--- src/rtl/spi_ram_sync.sv ---
// rtl/spi_ram_sync.sv - SPI/QSPI RAM peripheral oversampled in the system clock domain
// Optional debug read port (addr_in/byte_out) is built when DEBUG_PORT_EN is defined.
module spi_ram_sync #(
  parameter int RAM_ADDR_BITS = 6,
  parameter int ADDR_BYTES    = 3,
  parameter int DUMMY_CYCLES  = 8
) (
  input  logic                     clk,
  input  logic                     rst_n,
  input  logic                     spi_clk,
  input  logic                     spi_select,
  input  logic [3:0]               spi_d_in,
  output logic [3:0]               spi_d_out,
  output logic [3:0]               spi_d_oe
`ifdef DEBUG_PORT_EN
  ,
  input  logic [RAM_ADDR_BITS-1:0] addr_in,
  output logic [7:0]               byte_out
`endif
);

  typedef enum logic [2:0] {
    S_IDLE, S_CMD, S_ADDR, S_DUMMY, S_READ, S_WRITE, S_IGNORE
  } state_t;

  localparam logic [7:0] ADDR_LAST  = 8'(ADDR_BYTES * 8 - 1);
  localparam logic [7:0] DUMMY_LAST = 8'(DUMMY_CYCLES - 1);

  logic [7:0] mem [2**RAM_ADDR_BITS];

  logic [2:0]               sclk_q, sclk_d;
  logic [1:0]               sel_q, sel_d;
  logic [3:0]               din1_q, din1_d, din2_q, din2_d;
  state_t                   state_q, state_d;
  logic [7:0]               cnt_q, cnt_d;
  logic [7:0]               sr_q, sr_d;
  logic [RAM_ADDR_BITS-1:0] addr_q, addr_d;
  logic                     quad_q, quad_d, fast_q, fast_d, write_q, write_d;
  logic                     wr_en_q, wr_en_d;
  logic [7:0]               wr_data_q, wr_data_d;
  logic [3:0]               out_q, out_d, oe_q, oe_d;
  logic                     armed_q, armed_d;

  logic       sclk_rise, sclk_fall, cs_n, mosi;
  logic [7:0] rd_byte, rd_shift, cmd_byte;

  assign sclk_rise = sclk_q[1] & ~sclk_q[2];
  assign sclk_fall = ~sclk_q[1] & sclk_q[2];
  assign cs_n      = sel_q[1];
  assign mosi      = din2_q[0];
  assign rd_byte   = mem[addr_q];
  assign rd_shift  = rd_byte << cnt_q[2:0];
  assign cmd_byte  = {sr_q[6:0], mosi};

  assign spi_d_out = out_q;
  assign spi_d_oe  = oe_q;

  // Next-state logic: synchronisers, command/address/data sequencing, deselect override
  always_comb begin
    sclk_d    = {sclk_q[1:0], spi_clk};
    sel_d     = {sel_q[0], spi_select};
    din1_d    = spi_d_in;
    din2_d    = din1_q;
    state_d   = state_q;
    cnt_d     = cnt_q;
    sr_d      = sr_q;
    addr_d    = addr_q;
    quad_d    = quad_q;
    fast_d    = fast_q;
    write_d   = write_q;
    wr_en_d   = 1'b0;
    wr_data_d = wr_data_q;
    out_d     = out_q;
    oe_d      = oe_q;
    // A transfer may only start after select has been seen high, so a reset
    // in the middle of a transfer does not resume on the remaining bits.
    armed_d   = armed_q | cs_n;
    if (wr_en_q) addr_d = addr_q + RAM_ADDR_BITS'(1);

    case (state_q)
      S_IDLE: begin
        if (!cs_n && armed_q) begin
          state_d = S_CMD;
          cnt_d   = 8'd0;
          oe_d    = 4'b0010;
          out_d   = 4'b0000;
        end
      end
      S_CMD: begin
        if (sclk_rise) begin
          sr_d  = cmd_byte;
          cnt_d = cnt_q + 8'd1;
          if (cnt_q == 8'd7) begin
            cnt_d   = 8'd0;
            quad_d  = (cmd_byte == 8'h6B) || (cmd_byte == 8'h32);
            fast_d  = (cmd_byte == 8'h0B) || (cmd_byte == 8'h6B);
            write_d = (cmd_byte == 8'h02) || (cmd_byte == 8'h32);
            case (cmd_byte)
              8'h03, 8'h0B, 8'h6B, 8'h02: state_d = S_ADDR;
              8'h32: begin
                state_d = S_ADDR;
                oe_d    = 4'b0000;
              end
              default: begin
                state_d = S_IGNORE;
                oe_d    = 4'b0000;
                out_d   = 4'b0000;
              end
            endcase
          end
        end
      end
      S_ADDR: begin
        if (sclk_rise) begin
          addr_d = {addr_q[RAM_ADDR_BITS-2:0], mosi};
          cnt_d  = cnt_q + 8'd1;
          if (cnt_q == ADDR_LAST) begin
            cnt_d = 8'd0;
            if (write_q)                             state_d = S_WRITE;
            else if (fast_q && (DUMMY_CYCLES > 0))   state_d = S_DUMMY;
            else                                     state_d = S_READ;
          end
        end
      end
      S_DUMMY: begin
        if (sclk_rise) begin
          cnt_d = cnt_q + 8'd1;
          if (cnt_q == DUMMY_LAST) begin
            cnt_d   = 8'd0;
            state_d = S_READ;
          end
        end
      end
      S_READ: begin
        if (sclk_fall) begin
          cnt_d = cnt_q + 8'd1;
          if (quad_q) begin
            out_d = cnt_q[0] ? rd_byte[3:0] : rd_byte[7:4];
            oe_d  = 4'b1111;
            if (cnt_q[0]) begin
              cnt_d  = 8'd0;
              addr_d = addr_q + RAM_ADDR_BITS'(1);
            end
          end else begin
            out_d = {2'b00, rd_shift[7], 1'b0};
            if (cnt_q[2:0] == 3'd7) begin
              cnt_d  = 8'd0;
              addr_d = addr_q + RAM_ADDR_BITS'(1);
            end
          end
        end
      end
      S_WRITE: begin
        if (sclk_rise) begin
          if (quad_q) begin
            if (!cnt_q[0]) begin
              sr_d  = {din2_q, 4'b0000};
              cnt_d = 8'd1;
            end else begin
              wr_en_d   = 1'b1;
              wr_data_d = {sr_q[7:4], din2_q};
              cnt_d     = 8'd0;
            end
          end else begin
            sr_d  = {sr_q[6:0], mosi};
            cnt_d = cnt_q + 8'd1;
            if (cnt_q == 8'd7) begin
              wr_en_d   = 1'b1;
              wr_data_d = {sr_q[6:0], mosi};
              cnt_d     = 8'd0;
            end
          end
        end
      end
      S_IGNORE: begin
        oe_d  = 4'b0000;
        out_d = 4'b0000;
      end
      default: state_d = S_IDLE;
    endcase

    // Deselect wins over any edge seen in the same cycle; an incomplete byte is dropped.
    if (cs_n) begin
      state_d = S_IDLE;
      oe_d    = 4'b0000;
      out_d   = 4'b0000;
      wr_en_d = 1'b0;
    end
  end

  // State and output registers; the select synchroniser resets low so that
  // only a genuine select-high after reset arms the next transfer.
  always_ff @(posedge clk or negedge rst_n) begin
    if (!rst_n) begin
      sclk_q    <= 3'b000;
      sel_q     <= 2'b00;
      din1_q    <= 4'h0;
      din2_q    <= 4'h0;
      state_q   <= S_IDLE;
      cnt_q     <= 8'd0;
      sr_q      <= 8'h00;
      addr_q    <= '0;
      quad_q    <= 1'b0;
      fast_q    <= 1'b0;
      write_q   <= 1'b0;
      wr_en_q   <= 1'b0;
      wr_data_q <= 8'h00;
      out_q     <= 4'h0;
      oe_q      <= 4'h0;
      armed_q   <= 1'b0;
    end else begin
      sclk_q    <= sclk_d;
      sel_q     <= sel_d;
      din1_q    <= din1_d;
      din2_q    <= din2_d;
      state_q   <= state_d;
      cnt_q     <= cnt_d;
      sr_q      <= sr_d;
      addr_q    <= addr_d;
      quad_q    <= quad_d;
      fast_q    <= fast_d;
      write_q   <= write_d;
      wr_en_q   <= wr_en_d;
      wr_data_q <= wr_data_d;
      out_q     <= out_d;
      oe_q      <= oe_d;
      armed_q   <= armed_d;
    end
  end

  // RAM write port: commits the byte assembled on the previous clk (contents not reset)
  always_ff @(posedge clk) begin
    if (wr_en_q) mem[addr_q] <= wr_data_q;
  end

`ifdef DEBUG_PORT_EN
  // Debug read port, independent of SPI activity, one clk of latency
  always_ff @(posedge clk or negedge rst_n) begin
    if (!rst_n) byte_out <= 8'h00;
    else        byte_out <= mem[addr_in];
  end
`endif

endmodule
--- config.mk ---
export PLATFORM = sky130hd
export DESIGN_NAME = spi_ram_sync
export DESIGN_NICKNAME = d
export VERILOG_FILES = /design/src/rtl/spi_ram_sync.sv
export SDC_FILE = /design/constraint.sdc
export NUM_CORES = 1
export LEC_CHECK = 0
export BUFFER_PORTS_ARGS = -buffer_cell sky130_fd_sc_hd__clkbuf_2
export CORE_MARGIN = 2
export CORE_UTILIZATION = 55
export DETAILED_ROUTE_END_ITERATION = 8
export PLACE_DENSITY = 0.78
export SLEW_MARGIN = 5
export SYNTH_ARGS = -nofsm -noshare
export SYNTH_HDL_FRONTEND = slang
export SYNTH_SLANG_ARGS = --single-unit
--- constraint.sdc ---
create_clock -name clk -period 6.4 [get_ports clk]
set_input_delay 0 -clock clk [delete_from_list [all_inputs] [get_ports clk]]
set_output_delay 0 -clock clk [all_outputs]
set_load 0.02 [all_outputs]
==> results of run 1 <==
logic make-up (layout without fill, tap and decap cells):
logic type | Yosys count | count (layout) | share of synthesized area (%)
AO/OA/AOI/OAI | 299 | 299 | 9.23
XOR/XNOR | 6 | 6 | 0.224
multiplexers | 162 | 162 | 9.89
adder cells (fa/ha/maj) | 4 | 4 | 0.213
AND/OR/NAND/NOR | 291 | 291 | 5.79
flip-flops | 569 | 569 | 71.5
buffers and inverters | 111 | 156 | 3.17
power by group through the flow:
stage	Clock (mW)	Combinational [mW]	Sequential [mW]
after floorplan	0	1.33	4.17
after global placement	0	1.53	4.36
after detailed placement	0	1.55	4.37
after CTS	3.10	1.57	4.29
after global routing	3.24	1.68	4.31
final	3.08	1.61	4.30
registers in the layout (all words and copies together) (netlist names), 2 cells and up:
register,cells
addr_q,6
cnt_q,8
din1_q,4
din2_q,4
mem,512
sclk_q,3
sel_q,2
spi_d_oe,2
spi_d_out,4
sr_q,8
state_q,3
wr_data_q,8
cell type report:
type | instances | share of cell area (%)
sequential | 569 | 66.0
clock buffer | 68 | 5.50
tap | 539 | 2.64
clock inverter | 30 | 1.09
multi-input combinational | 762 | 23.4
inverter | 13 | 0.191
timing repair buffer | 45 | 1.25
stage by stage:
stage / cell area [µm²] / setup slack (ns) / instances / power [mW]
after floorplan: 23500 / 3.91 / 1442 / 5.50
after global placement: 23800 / 2.45 / 1921 / 5.90
after detailed placement: 23800 / 2.39 / 1921 / 5.92
after CTS: 25500 / 2.38 / 2026 / 8.95
after global routing: 25500 / 2.16 / 2026 / 9.22
final: 25500 / 2.33 / 2026 / 8.99
final timing paths:
kind,startpoint,to,slack (ns)
min in group asynchronous,rst_n,sclk_q[1]$_DFF_PN0_,0.08
max reg2reg,addr_q[0]$_DFF_PN0_,spi_d_out[1]$_DFFE_PN0P_,2.33
max in group asynchronous,rst_n,addr_q[1]$_DFF_PN0_,5.74
max,addr_q[0]$_DFF_PN0_,spi_d_out[1]$_DFFE_PN0P_,2.33
min,spi_d_in[0],din1_q[0]$_DFF_PN0_,0.03
min reg2reg,sclk_q[0]$_DFF_PN0_,sclk_q[1]$_DFF_PN0_,0.35
placed cells by master, fill, tap and decap left out, types with 6 or more instances in the layout:
cell and instances:
o21ai_0 49, clkbuf_16 53, a31oi_1 8, dfrtp_2 8
nand3_1 22, a211oi_1 7, a21oi_1 43, clkinv_2 13
edfxtp_1 512, nand2_1 92, clkbuf_1 13, dfrtp_1 46
nor3b_1 7, buf_4 23, mux4_2 42, dlygate4sd3_1 7
nor3_1 9, a32o_1 6, o22ai_1 18, mux2i_1 54
nor2b_1 6, mux2_2 58, a221oi_1 44, inv_1 9
a22oi_1 38, clkbuf_2 15, mux4_1 6, a221o_1 6
clkinv_1 11, nor2_1 105, a22o_1 7, o31ai_1 7
critical path, cell delays in order, from the launching register on:
cell	delay, ns
dfrtp_4	0.95
buf_4	0.77
mux2_2	0.42
a221oi_1	0.25
o22ai_1	0.12
a221oi_1	0.47
and4_4	0.29
a211oi_1	0.08
a2111oi_2	0.34
a32oi_1	0.15
layer usage:
| metal | up-vias | global-route usage [%] | wire (µm) |
|---|---|---|---|
| met3 | 191 | 6.26 | 7010 |
| met1 | 6902 | 36.9 | 21600 |
| met4 | 0 | 12.5 | 2680 |
| met5 | - | 0 | 0 |
| met2 | 1022 | 41.3 | 26900 |
| li1 | 5767 | - | - |
timing repair:
action | CTS | global route
endpoints found under the hold margin | 63 | 0
setup endpoints to repair | 0 | 0
hold buffers | 7 | 0
gates resized for setup | 0 | 0
==> results.cfg, run 1 <==
[sta]
fmax_mhz = 245
setup_viol = 0
fin_hold_ws_ns = 0.0316
worst_pin_slew_ns = 1.30
min_period_ns = 4.07
slew_headroom_pct = 13.4
finalHoldViolCount = 0
slew_viol_final = 0
rsz0062_at_grt = false
finalCritPeriodShare_pct = 63.6
finClkSkew_ns = 0.0230
setup_tns_ns = 0

[clocking]
cts_root_buf = clkbuf_16
clk_pin_slew_ns = 0.06
clock_latency_ns = 0.61
cts_setup_buffers = 0
cts_made_buffers = 53
cts_sinks = 569
cts_max_level = 2
cts_buffer_depth = 3
cts_tree = done

[global_route]
grt_pass1_vias = 13700
grt_pass1_wl_um = 87900
track_usage_pct = 26.9
grt-ovfl-total = 0
antenna_found_initial = 0
grt_max_degree = 66

[setup_path]
crit_arrival_ns = 4.54
crit_fanout = 51
path_class = flop to flop
critPathLaunchType = flop
required_ns = 6.87
endpoint_kind = flop
reg2reg_depth = 9

[cells_and_area]
n_fill_cell = 3019
register_area_um2 = 16800
final_core_util_pct = 60.7
multi_input_area_um2 = 5960
drive_above_1_share_pct = 16.6
antenna_cells = 0
area_delta_synth_final_pct = 8.52
final_nets = 1456

[die]
rows = 75
fp.dieArea_um2 = 44400
start_util_pct = 55.9
fp.dieW_um = 211
die_y_um = 211
ios = 16
core-area_um2 = 42000

[drt]
vias = 13900
firstDrtPassIters = 9
viasPerCell = 6.85
drc = 0
wire_per_inst_um = 28.7
antenna_left = 0
initialDrtViolationCount = 2088
drt-total-wl_um = 58200

[run_status]
status = finished clean

[yosys]
synth.ff_latch_count = 569
yosysSeqAreaShare_pct = 71.5
synth_common_cells = 512 x edfxtp_1, 105 x nor2_1, 92 x nand2_1, 58 x mux2_2, 57 x dfrtp_1
netlist_instances = 1442
synth.net_count = 1454
synth.avg_cell_area_um2 = 16.3
ys_types = 93
syn_area_um2 = 23500
synth_enable_flop_cells = 512
yosysTopAreaCellShare_pct = 65.4
synth.yosys.warnings = 0
synthArstFlopShare_pct = 10.0
synthFlopType = edfxtp_1
synth_most_common_cell = edfxtp_1
synth_top_area_cell = edfxtp_1
synth_area_leaders = edfxtp_1 65%, dfrtp_1 6.1%, mux4_2 4.0%

[power_and_ir_drop]
power_density_nw_per_um2 = 352
p_int_mw = 6.33
power_leakage_nw = 9.20
p_switching_mw = 2.65
power_frac_comb_pct = 17.9
seqPwrFrac_pct = 47.8
swShare_pct = 29.5
ir_worst_vdd_v = 0.000220
clkPwrFrac_pct = 34.3

[placed_design]
portBuffers = 15
gp_congestion = 0.974
place_hpwl_um = 34700

[worst_hold_path]
holdPathStages = 2
hold_path_class = input pin to flop

[job]
cap_violations = 0
No activity file was read; power rests on OpenSTA's default activity.
==> inputs of run 2 (changes only) <==
==> constraint.sdc (replaced) <==
create_clock -name clk -period 4 [get_ports clk]
set_input_delay 0 -clock clk [delete_from_list [all_inputs] [get_ports clk]]
set_output_delay 0 -clock clk [all_outputs]
set_load 0.02 [all_outputs]
==> results.cfg, run 2 (synthesized netlist as in run 1, its figures left out) <==
[cells_and_area]
final_nets = 1521
mostFrequentLayoutCells = 512 x edfxtp_1, 105 x nor2_1, 92 x nand2_1
drive_above_1_share_pct = 20.2
regMostFlops = mem
antenna_cells = 0
largest_reg_flops = 512
area_delta_synth_final_pct = 10.9
final_common_cell = edfxtp_1
n_fill_cell = 2937

[clocking]
cts_buffer_depth = 3
cts_max_level = 2
ctsHoldBuffers = 8
cts_root_buf = clkbuf_16
clk_pin_slew_ns = 0.06
cts_resized = 0
clock_latency_ns = 0.62
cts_sinks = 569
cts_setup_buffers = 0
cts_made_buffers = 53
cts_tree = done

[die]
fp.dieArea_um2 = 44400
start_util_pct = 55.9
die_y_um = 211
rows = 75
ios = 16
core-area_um2 = 42000
fp.dieW_um = 211

[global_route]
antenna_found_initial = 0
grt_pass1_vias = 13700
grt_max_degree = 66
grt-ovfl-total = 0
grt_pass1_wl_um = 88400
track_usage_pct = 27.3

[drt]
drc = 0
initialDrtViolationCount = 2061
vias = 14100
wire_per_inst_um = 28.5
drt-total-wl_um = 59600
antenna_left = 0
viasPerCell = 6.72
firstDrtPassIters = 7

[run_status]
violations = hold timing
status = finished, violations left

[placed_design]
portBuffers = 15
place_ws_ns = 0.488
place_hpwl_um = 37400
gp_congestion = 0.945

[power_and_ir_drop]
p_int_mw = 10.3
ir_worst_vdd_v = 0.000430
clkPwrFrac_pct = 34.2
swShare_pct = 29.4
power_density_nw_per_um2 = 557
p_switching_mw = 4.28
power_leakage_nw = 9.52
power_frac_comb_pct = 19.0
seqPwrFrac_pct = 46.8

[setup_path]
endpoint_kind = flop
crit_family = compound AO/OA/AOI/OAI gates
path_buf_inv = 1
crit_arrival_ns = 4.14
cpMaxStageDelayCell = nor2b_1
critical_path.max_stage_delay_ns = 0.95
required_ns = 4.53
path_class = flop to flop
worstPathCellList = nor2b_1 > buf_4 > a221oi_1 > o311ai_1 > a21oi_1 > a2111oi_0 > a2111oi_2 > a32oi_1
critPathLaunchType = flop
crit_fanout = 22
regToRegSetupSlack_ns = 0.39

[sta]
min_period_ns = 3.61
finalHoldViolCount = 4
setup_tns_ns = 0
rsz0062_at_grt = false
fmax_mhz = 277
worst_pin_slew_ns = 1.28
finClkSkew_ns = 0.0342
finalCritPeriodShare_pct = 90.2
setup_viol = 0
slew_viol_final = 0
slew_headroom_pct = 14.5
final.setup.worst_slack_ns = 0.390
fin_hold_ws_ns = -0.00616

[job]
cap_violations = 0

[worst_hold_path]
hold_path_class = input pin to async pin
## run 2: cell count changes in the layout (fill, tap and decap cells not counted)
cell	before	now
dlygate4sd3_1	7	8
buf_4	23	82
clkinv_2	13	11
clkbuf_1	13	8
buf_12	0	5
clkinv_1	11	13
clkinvlp_4	1	5
## run 2: through the flow
| stage | hold slack (ns) | power [mW] | cell area [µm²] | std cells | utilization (%) |
|---|---|---|---|---|---|
| 2_1_floorplan | -0.296 | 8.80 | 23500 | 1442 | - |
| 3_3_place_gp | 0.0122 | 9.54 | 24300 | 1985 | 57.8 |
| 3_5_place_dp | 0.0193 | 9.58 | 24300 | 1985 | 57.8 |
| 4_1_cts | 0.00750 | 14.5 | 26100 | 2090 | 62.0 |
| 5_1_grt | 0.0311 | 14.9 | 26100 | 2090 | 62.0 |
| 6_report | -0.00616 | 14.5 | 26100 | 2090 | 62.0 |
## run 2: metal layers
layer	GRT usage (%)	part of all wire, %	up-vias
li1	-	-	5904
met2	41.1	46	1025
met4	12.7	4.7	0
met5	0	0	-
met1	37.4	37	6949
met3	7.34	12	176
## run 2: area by class of cell
cell class                      instances  area (µm²)  share of cell area [%]
Clock buffer                           63        1380                    5.31
Clock inverter                         34         307                    1.18
Inverter                               13        48.8                   0.187
Multi-Input combinational cell        762        5960                    22.9
Sequential cell                       569       16800                    64.5
Tap cell                              539         674                    2.59
Timing Repair Buffer                  110         871                    3.34
## run 2: worst reg2reg max path, cell delays in order, from the launching register on
cell	delay, ns
dfrtp_4	0.72
nor2b_1	0.97
buf_4	0.29
a221oi_1	0.10
o311ai_1	0.40
a21oi_1	0.19
a2111oi_0	0.54
a2111oi_2	0.09
a32oi_1	0.23
## run 2: power by group through the flow
stage | sequential [mW] | clock, mW | combinational, mW
final | 6.80 | 4.97 | 2.77
after global routing | 6.80 | 5.21 | 2.90
after CTS | 6.78 | 4.99 | 2.69
after detailed placement | 6.91 | 0 | 2.67
after global placement | 6.90 | 0 | 2.64
after floorplan | 6.67 | 0 | 2.13
## run 2: worst paths after layout
kind / startpoint / end / cells past startpoint
worst min-delay path: rst_n / sr_q[2]$_DFFE_PN0P_ / 3
worst max register to register: addr_q[0]$_DFF_PN0_ / spi_d_out[1]$_DFFE_PN0P_ / 8
worst min register to register: din1_q[2]$_DFF_PN0_ / din2_q[2]$_DFF_PN0_ / 0
min in group clk: spi_clk / sclk_q[0]$_DFF_PN0_ / 2
max in group asynchronous: rst_n / wr_data_q[4]$_DFFE_PN0P_ / 3
worst max-delay path: addr_q[0]$_DFF_PN0_ / spi_d_out[1]$_DFFE_PN0P_ / 8
